`src/rtl/adder_pkg.sv`:
```
// Shared constants, response-register state type and index-width helper for the
// round-robin adder scheduler.
package adder_pkg;

  localparam int DEF_WIDTH  = 8;
  localparam int DEF_SWIDTH = DEF_WIDTH + 1;

  typedef enum logic {
    EMPTY = 1'b0,
    FULL  = 1'b1
  } rsp_state_e;

  // A single requester still needs a 1-bit index so ports never collapse to zero width.
  function automatic int idx_width(input int n);
    return (n <= 1) ? 1 : $clog2(n);
  endfunction

endpackage

```
`src/rtl/adder_rr_sched_arbiter.sv`:
```
// Round-robin arbiter: grants the first asserted request at or above ptr,
// wrapping from NREQ-1 to 0; en gates the one-hot grant and gnt_any.
module rr_arbiter #(
  parameter int NREQ = 4,
  parameter int IDW  = 2
) (
  input  logic [NREQ-1:0] req,
  input  logic            en,
  input  logic [IDW-1:0]  ptr,
  output logic [NREQ-1:0] gnt_onehot,
  output logic [IDW-1:0]  gnt_idx,
  output logic            gnt_any
);

  logic [IDW-1:0] cand;
  logic [IDW-1:0] win_idx;
  logic           found;

  always_comb begin
    cand    = '0;
    win_idx = '0;
    found   = 1'b0;
    for (int k = 0; k < NREQ; k++) begin
      cand = IDW'((int'(ptr) + k) % NREQ);
      if (!found && req[cand]) begin
        found   = 1'b1;
        win_idx = cand;
      end
    end
  end

  assign gnt_idx = win_idx;
  assign gnt_any = en & found;

  for (genvar gi = 0; gi < NREQ; gi++) begin : gen_onehot
    assign gnt_onehot[gi] = gnt_any && (win_idx == IDW'(gi));
  end

endmodule

```
`src/rtl/adder_rr_sched.sv`:
```
// Shares one WIDTH-bit adder among NREQ requesters in round-robin order with a
// registered, tagged response. Define ADDER_RR_SCHED_STATS_EN for per-requester grant counters.
module adder_rr_sched
  import adder_pkg::*;
#(
  parameter int NREQ   = 4,
  parameter int WIDTH  = DEF_WIDTH,
  parameter int SWIDTH = WIDTH + 1,
  parameter int IDW    = idx_width(NREQ)
) (
  input  logic                  clk,
  input  logic                  rst_n,
  input  logic [NREQ-1:0]       req_valid,
  output logic [NREQ-1:0]       req_ready,
  input  logic [NREQ*WIDTH-1:0] req_x,
  input  logic [NREQ*WIDTH-1:0] req_y,
  input  logic [NREQ-1:0]       req_cin,
  output logic                  rsp_valid,
  input  logic                  rsp_ready,
  output logic [IDW-1:0]        rsp_id,
  output logic [SWIDTH-1:0]     rsp_sum,
  output logic                  rsp_zero,
  output logic                  busy
`ifdef ADDER_RR_SCHED_STATS_EN
  ,
  output logic [NREQ*16-1:0]    grant_cnt
`endif
);

  rsp_state_e        state_q, state_d;
  logic [IDW-1:0]    ptr_q, ptr_d;
  logic [IDW-1:0]    rsp_id_q, rsp_id_d;
  logic [SWIDTH-1:0] rsp_sum_q, rsp_sum_d;
  logic              rsp_zero_q, rsp_zero_d;

  logic              can_accept;
  logic              arb_en;
  logic [NREQ-1:0]   gnt_onehot;
  logic [IDW-1:0]    gnt_idx;
  logic              gnt_any;

  logic [WIDTH-1:0]  x_arr [NREQ];
  logic [WIDTH-1:0]  y_arr [NREQ];
  logic [WIDTH-1:0]  x_sel, y_sel;
  logic              cin_sel;
  logic [SWIDTH-1:0] sum_w;

  for (genvar gi = 0; gi < NREQ; gi++) begin : gen_unpack
    assign x_arr[gi] = req_x[gi*WIDTH +: WIDTH];
    assign y_arr[gi] = req_y[gi*WIDTH +: WIDTH];
  end

  // A full register can still take a new result in the cycle it drains.
  assign can_accept = (state_q == EMPTY) || rsp_ready;
  assign arb_en     = can_accept & rst_n;

  rr_arbiter #(
    .NREQ (NREQ),
    .IDW  (IDW)
  ) u_arb (
    .req        (req_valid),
    .en         (arb_en),
    .ptr        (ptr_q),
    .gnt_onehot (gnt_onehot),
    .gnt_idx    (gnt_idx),
    .gnt_any    (gnt_any)
  );

  assign req_ready = gnt_onehot;

  assign x_sel   = x_arr[gnt_idx];
  assign y_sel   = y_arr[gnt_idx];
  assign cin_sel = req_cin[gnt_idx];
  assign sum_w   = SWIDTH'(x_sel) + SWIDTH'(y_sel) + SWIDTH'(cin_sel);

  always_comb begin
    state_d    = state_q;
    ptr_d      = ptr_q;
    rsp_id_d   = rsp_id_q;
    rsp_sum_d  = rsp_sum_q;
    rsp_zero_d = rsp_zero_q;
    if (gnt_any) begin
      state_d    = FULL;
      ptr_d      = (gnt_idx == IDW'(NREQ - 1)) ? '0 : gnt_idx + 1'b1;
      rsp_id_d   = gnt_idx;
      rsp_sum_d  = sum_w;
      rsp_zero_d = (sum_w == '0);
    end else if ((state_q == FULL) && rsp_ready) begin
      state_d = EMPTY;
    end
  end

  always_ff @(posedge clk or negedge rst_n) begin
    if (!rst_n) begin
      state_q    <= EMPTY;
      ptr_q      <= '0;
      rsp_id_q   <= '0;
      rsp_sum_q  <= '0;
      rsp_zero_q <= 1'b0;
    end else begin
      state_q    <= state_d;
      ptr_q      <= ptr_d;
      rsp_id_q   <= rsp_id_d;
      rsp_sum_q  <= rsp_sum_d;
      rsp_zero_q <= rsp_zero_d;
    end
  end

  assign rsp_valid = (state_q == FULL);
  assign rsp_id    = rsp_id_q;
  assign rsp_sum   = rsp_sum_q;
  assign rsp_zero  = rsp_zero_q;
  assign busy      = rsp_valid | (|req_valid);

`ifdef ADDER_RR_SCHED_STATS_EN
  logic [15:0] cnt_q [NREQ];

  // A one-hot grant bit is only raised on an actual transfer.
  for (genvar gi = 0; gi < NREQ; gi++) begin : gen_stats
    always_ff @(posedge clk or negedge rst_n) begin
      if (!rst_n) begin
        cnt_q[gi] <= '0;
      end else if (gnt_onehot[gi]) begin
        cnt_q[gi] <= cnt_q[gi] + 16'd1;
      end
    end
    assign grant_cnt[gi*16 +: 16] = cnt_q[gi];
  end
`endif

endmodule

```
`config.mk`:
```
export PLATFORM = sky130hd
export DESIGN_NAME = adder_rr_sched
export DESIGN_NICKNAME = d
export VERILOG_FILES = /design/src/rtl/adder_pkg.sv /design/src/rtl/adder_rr_sched_arbiter.sv /design/src/rtl/adder_rr_sched.sv
export SDC_FILE = /design/constraint.sdc
export NUM_CORES = 1
export LEC_CHECK = 0
export ABC_AREA = 1
export BUFFER_PORTS_ARGS = -buffer_cell sky130_fd_sc_hd__buf_2
export CAP_MARGIN = 20
export CORE_MARGIN = 8
export CORE_UTILIZATION = 52
export CTS_CLUSTER_DIAMETER = 80
export DETAILED_ROUTE_END_ITERATION = 8
export PLACE_DENSITY_LB_ADDON = 0.05
export SLEW_MARGIN = 40
export SYNTH_ARGS = -nofsm -noshare
export SYNTH_HDL_FRONTEND = slang
export SYNTH_SLANG_ARGS = --single-unit
```
`constraint.sdc`:
```
create_clock -name clk -period 7.7 [get_ports clk]
set_clock_uncertainty 0.1 [all_clocks]
set_input_delay 1.54 -clock clk [delete_from_list [all_inputs] [get_ports clk]]
set_output_delay 1.54 -clock clk [all_outputs]
set_load 0.02 [all_outputs]
```
* Yosys cells after proc, flatten, opt, wreduce, memory -nomap -nowiden
Cells that the tools add are included.
** Storage, ports and cells
- Register bits after elaboration :: 15
- Input bits :: 75
- Output and inout bits :: 18
** Cells by class
- Add/sub/neg operators :: 6
- $lt $le $gt $ge :: 6
- Equality and inequality tests :: 3
- Muxes and demuxes :: 27
- Bitwise operators :: 5
- Reduce and logical (&&, ||, !) cells :: 16
** Operators by type and width (number)
- $bmux W8 S2 :: 2
- $mux W8 :: 4
- $lt A2 B3 Y1 const B :: 5
- $mux W1 :: 11
- $bmux W1 S2 :: 5
- $mux W2 :: 5
- $add A8 B8 Y9 :: 1
- $add A9 B1 Y9 :: 1
- $logic_not A9 Y1 :: 1
- $logic_and A1 B1 Y1 :: 8
- $add A2 B1 Y2 const B :: 2
- $add A2 B2 Y2 const B :: 2
- $eq A2 B2 Y1 const B :: 2
- $reduce_or A4 Y1 :: 1
- $ge A3 B3 Y1 const B :: 1
- $logic_not A1 Y1 :: 3
- $not A2 Y3 :: 1
- $and A1 B1 Y1 :: 2
- $eq A2 B1 Y1 const B :: 1
- $logic_not A2 Y1 :: 1
- $reduce_bool A2 Y1 :: 1
- $logic_or A1 B1 Y1 :: 1
- $not A1 Y1 :: 1
- $or A1 B1 Y1 :: 1

* Longest topological paths before layout
- Depth in word-level cells :: 19
- Depth in mapped cells :: 23
- Gate-level depth less buffers :: 23

* Modules after synthesis
A second synthesis with hierarchy kept.
** Second synthesis, totals
- Cells, all modules :: 309
- Area total of the unflattened synthesis :: 1825.5 µm²
** By module, submodules not included
- adder_rr_sched :: times used 1, cells each 236, area each 1496.4 µm²
- rr_arbiter :: times used 1, cells each 73, area each 329.1 µm²

* Worst setup path after synthesis
Ideal clock, no wire load.
- Path kind :: input to output
- Start point :: input req_valid[3]
- End point :: output req_ready[2]
- Arrival time :: 2.901 ns
- Setup slack :: 3.159 ns
- Stages :: 13
- Buffers on the path :: 1
- Path through :: inv_1 -> nand2_1 -> nand3_1 -> nand2_1 -> nor2_2 -> nand3_1 -> nand3_1 -> nand2_2 -> inv_2 -> buf_6 -> ha_1 -> inv_1 -> nor2_1
** Between the ends
- Cells in the longest elaborated chain, start to end :: 14
- Elaborated cells between the ends (all ways) :: 25
** RTL lines
- start: declaration :: line adder_rr_sched.sv:13 : input logic [NREQ-1:0] req_valid,
- $bmux W1 S2 :: line adder_rr_sched_arbiter.sv:25 : if (!found && req[cand]) begin
- $mux W1 (implied by the code) :: line adder_rr_sched_arbiter.sv:25
- $mux W1 :: line adder_rr_sched_arbiter.sv:25
- $logic_not A1 Y1 :: line adder_rr_sched_arbiter.sv:25
- $logic_and A1 B1 Y1 :: line adder_rr_sched_arbiter.sv:25
- $mux W1 :: line adder_rr_sched_arbiter.sv:25
- $logic_not A1 Y1 :: line adder_rr_sched_arbiter.sv:25
- $logic_and A1 B1 Y1 :: line adder_rr_sched_arbiter.sv:25
- $mux W1 :: line adder_rr_sched_arbiter.sv:25
- $logic_not A1 Y1 :: line adder_rr_sched_arbiter.sv:25
- $logic_and A1 B1 Y1 :: line adder_rr_sched_arbiter.sv:25
- $mux W2 * :: line adder_rr_sched_arbiter.sv:25
- net gnt_idx[1] :: line adder_rr_sched.sv:39 : logic [IDW-1:0] gnt_idx;
- $eq A2 B2 Y1 * :: line adder_rr_sched_arbiter.sv:36 : assign gnt_onehot[gi] = gnt_any && (win_idx == IDW'(gi));
- $logic_and A1 B1 Y1 * :: line adder_rr_sched_arbiter.sv:36
- end: declaration :: line adder_rr_sched.sv:14 : output logic [NREQ-1:0] req_ready,
The timed path passes the listed nets; every way through them passes the cells marked *. The select of a mux whose other input is x is not followed.

* Final worst setup path
- Start point :: input req_valid[1]
- End point :: output req_ready[3]
The elaborated chain is that of the path after synthesis.

==> impl_metrics.prom <==
# TYPE chip_impl_metric gauge
chip_impl_info{name="result_of_the_run",value="complete, no violations"} 1
chip_impl_metric{name="synth_compound_area_frac",unit=""} 0.0512
chip_impl_metric{name="drive_above_1_share",unit=""} 0.235
chip_impl_metric{name="yosys_register_bits",unit=""} 15
chip_impl_info{name="largest_family_of_logic_cells_by_synthesized_area",value="simple AND/OR/NAND/NOR gates"} 1
chip_impl_metric{name="synth-simple-area-share",unit=""} 0.485
chip_impl_metric{name="first_iter_violations",unit=""} 132
chip_impl_metric{name="core.rowCount",unit=""} 23
chip_impl_metric{name="setup_slack",unit="ns"} 2.04
chip_impl_metric{name="die_area",unit="sq mm"} 0.00656
chip_impl_metric{name="synth_sequential_area_ratio",unit=""} 0.171
chip_impl_info{name="rsz0062_at_grt",value="no"} 1
chip_impl_metric{name="numPortBuffers",unit=""} 92
chip_impl_metric{name="post_cts.repair.setup_buffers",unit=""} 0
chip_impl_metric{name="syn_area_per_cell",unit="sq um"} 5.75
chip_impl_metric{name="postSynthNetCount",unit=""} 470
chip_impl_metric{name="place_congestion",unit=""} 0.892
chip_impl_metric{name="timing_worst_slew_pin_value",unit="ns"} 0.753
chip_impl_metric{name="postCtsResizedCells",unit=""} 0
chip_impl_metric{name="placed_instance_area",unit="sq mm"} 0.00259
chip_impl_metric{name="grt_pass1_wl",unit="microns"} 10700
chip_impl_metric{name="grt-ovfl-total",unit=""} 0
chip_impl_metric{name="grt_max_degree",unit=""} 38
chip_impl_metric{name="slew_violations",unit=""} 0
chip_impl_metric{name="synthesis.yosys.warnings",unit=""} 0
chip_impl_metric{name="totalWireLength",unit="microns"} 6360
chip_impl_info{name="worstSetupEndpointType",value="primary output"} 1
chip_impl_metric{name="drt.antenna.violating_nets",unit=""} 0
chip_impl_metric{name="layout.cell_area.non_filler",unit="sq mm"} 0.00265
chip_impl_metric{name="die_w",unit="microns"} 81.0
chip_impl_metric{name="max-slew-margin-rel",unit=""} 0.496
chip_impl_metric{name="layout-area-overhead-vs-synth",unit="%"} 20.5
chip_impl_metric{name="cap_violations",unit=""} 0
chip_impl_metric{name="syn-cell-area",unit="sq mm"} 0.00220
chip_impl_metric{name="remaining_design_rule_violation_count",unit=""} 0
chip_impl_metric{name="cts.path.max_buffers",unit=""} 2
chip_impl_metric{name="global_route.usage.total",unit=""} 0.197
chip_impl_metric{name="synth_adder_area_share",unit=""} 0.0808
chip_impl_info{name="mostFrequentLayoutCells",value="sky130_fd_sc_hd__nand2_1 (127), sky130_fd_sc_hd__buf_2 (92), sky130_fd_sc_hd__inv_1 (78), sky130_fd_sc_hd__nand3_1 (42), sky130_fd_sc_hd__nand4_1 (39)"} 1
chip_impl_metric{name="hpwl_after_dpl",unit="microns"} 4990
chip_impl_metric{name="core_region_area",unit="sq mm"} 0.00403
chip_impl_metric{name="setup_tns",unit="ns"} 0
chip_impl_metric{name="numClockSinks",unit=""} 15
chip_impl_info{name="hp-class",value="reg -> reg"} 1
chip_impl_metric{name="number_of_global_route_vias_before_repair",unit=""} 2542
chip_impl_metric{name="net_count_final",unit=""} 549
chip_impl_info{name="layout.cells.most_common",value="sky130_fd_sc_hd__nand2_1"} 1
chip_impl_metric{name="multiInputGateArea",unit="sq mm"} 0.00139
chip_impl_metric{name="post-route-period-util",unit=""} 0.735
chip_impl_info{name="globalRoute.busiestLayer",value="met2"} 1
chip_impl_metric{name="post_synth_mux_area_share",unit=""} 0
chip_impl_metric{name="wl_per_cell",unit="microns"} 12.5
chip_impl_metric{name="post_cts_hold_fix_bufs",unit=""} 0
chip_impl_info{name="path_class",value="in -> out"} 1
chip_impl_metric{name="antenna_found_initial",unit=""} 0
chip_impl_metric{name="diodes",unit=""} 0
chip_impl_metric{name="groute.layer.met1.usage",unit=""} 0.241
chip_impl_metric{name="register_area",unit="sq um"} 375
chip_impl_metric{name="via_count",unit=""} 2571
chip_impl_metric{name="worst-endpoint-required",unit="ns"} 6.06
chip_impl_info{name="clock_tree.root_cell",value="sky130_fd_sc_hd__clkbuf_8"} 1
chip_impl_metric{name="number_of_fill_cells",unit=""} 404
chip_impl_metric{name="critPathMaxFanout",unit=""} 37
chip_impl_metric{name="first_pass_iters",unit=""} 4
chip_impl_metric{name="setup_viol",unit=""} 0
chip_impl_metric{name="groute.layer.met2.usage",unit=""} 0.354
chip_impl_metric{name="clk_latency",unit="ns"} 0.25
chip_impl_metric{name="syn_inst",unit=""} 382
chip_impl_metric{name="via_per_inst",unit=""} 5.04
chip_impl_metric{name="synth.lib_cells_used.distinct",unit=""} 30
chip_impl_metric{name="worst_ep_arrival_time",unit="ns"} 4.02
chip_impl_metric{name="tmin_final",unit="ns"} 5.66
chip_impl_info{name="startpoint_type",value="input pin"} 1
chip_impl_info{name="tritoncts",value="yes"} 1
chip_impl_metric{name="grt.met3_usage",unit=""} 0.0298
chip_impl_metric{name="dpl_worst_slack",unit="ns"} 2.14
chip_impl_metric{name="fmax",unit="GHz"} 0.177
chip_impl_metric{name="start_util",unit=""} 0.546
chip_impl_metric{name="finalHoldViolations",unit=""} 0
chip_impl_metric{name="inserted_clock_buffers",unit=""} 3
chip_impl_metric{name="path_clk_slew",unit="ns"} 0.06
chip_impl_metric{name="die_h",unit="microns"} 81.0
chip_impl_metric{name="synth-xor-area-share",unit=""} 0.0120
chip_impl_metric{name="ios",unit=""} 93
chip_impl_metric{name="cts.htree.levels",unit=""} 1
## worst max-delay path, cell delays in order
cell                       delay (ns)
sky130_fd_sc_hd__buf_2           0.10
sky130_fd_sc_hd__inv_1           0.12
sky130_fd_sc_hd__nand2_1         0.09
sky130_fd_sc_hd__nand3_1         0.13
sky130_fd_sc_hd__nand2_1         0.09
sky130_fd_sc_hd__clkinv_1        0.07
sky130_fd_sc_hd__nand3_2         0.55
sky130_fd_sc_hd__nand3_4         0.62
sky130_fd_sc_hd__inv_1           0.16
sky130_fd_sc_hd__ha_1            0.24
sky130_fd_sc_hd__inv_1           0.05
sky130_fd_sc_hd__nor2_1          0.04
sky130_fd_sc_hd__buf_2           0.19
## synth_stat cells, drive strengths merged
library cell  instances  area, sq um
nand2               130          500
inv                  81          304
nand3                44          238
nand4                40          256
dfrtp                15          375
buf                  13          109
nor2                 13         51.3
ha                   11          138
o21ai                10         53.8
a21oi                 6         30.0
clkbuf                5         18.8
clkinv                2         7.51
fa                    2         40.0
o21a                  2         15.0
xnor2                 2         17.5
a21o                  1         7.51
a31oi                 1         6.26
nand3b                1         7.51
nor3b                 1         7.51
or2                   1         6.26
xor2                  1         8.76
## cells by family (layout without fill, tap and decap cells)
group / count (synthesis) / after routing
buf+inv: 101 / 179
fa+ha+maj: 13 / 13
flops: 15 / 15
compound gates: 20 / 20
xor+xnor: 3 / 3
simple gates: 230 / 230
## metrics by stage
step           hold slack, ns   util  cells
6_report                0.374  0.657    510
5_1_grt                 0.409  0.657    510
4_1_cts                 0.379  0.655    510
3_5_place_dp            0.362  0.644    506
3_3_place_gp            0.361  0.644    506
2_1_floorplan           0.491      -    382
## sequential cells by signal (all words and copies together), names as in the netlist
register / count
rsp_valid: 1
ptr_q: 2
rsp_id: 2
rsp_zero: 1
rsp_sum: 9
## routing by layer
layer / up-vias / share of wire / wire, microns
met3: 8 / 0.065 / 411
met2: 96 / 0.47 / 2970
met4: 0 / 0.011 / 73
met1: 1108 / 0.46 / 2910
li1: 1359 / - / -
met5: - / 0 / 0
## final timing paths
check | from | endpoint | slack (ns) | cells past startpoint
setup reg to reg | ptr_q[0] | rsp_zero | 3.34 | 19
min in group asynchronous | rst_n | rsp_id[1] | 1.08 | 1
hold reg to reg | rsp_zero | rsp_zero | 0.37 | 2
setup / recovery | req_valid[1] | req_ready[3] | 2.04 | 13
hold / removal | rsp_zero | rsp_zero | 0.37 | 2
max in group asynchronous | rst_n | rsp_sum[3] | 6.16 | 1
## area by class of cell
type	instances	area share
Clock buffer	3	0.0156
Inverter	83	0.118
Sequential cell	15	0.142
Multi-Input combinational cell	266	0.526
Tap cell	50	0.0236
Timing Repair Buffer	92	0.174
Clock inverter	1	0.00189
Power is left out: the tool's default activity adds up to more than one toggle a clock period on the data nets, which glitch-free logic cannot reach.
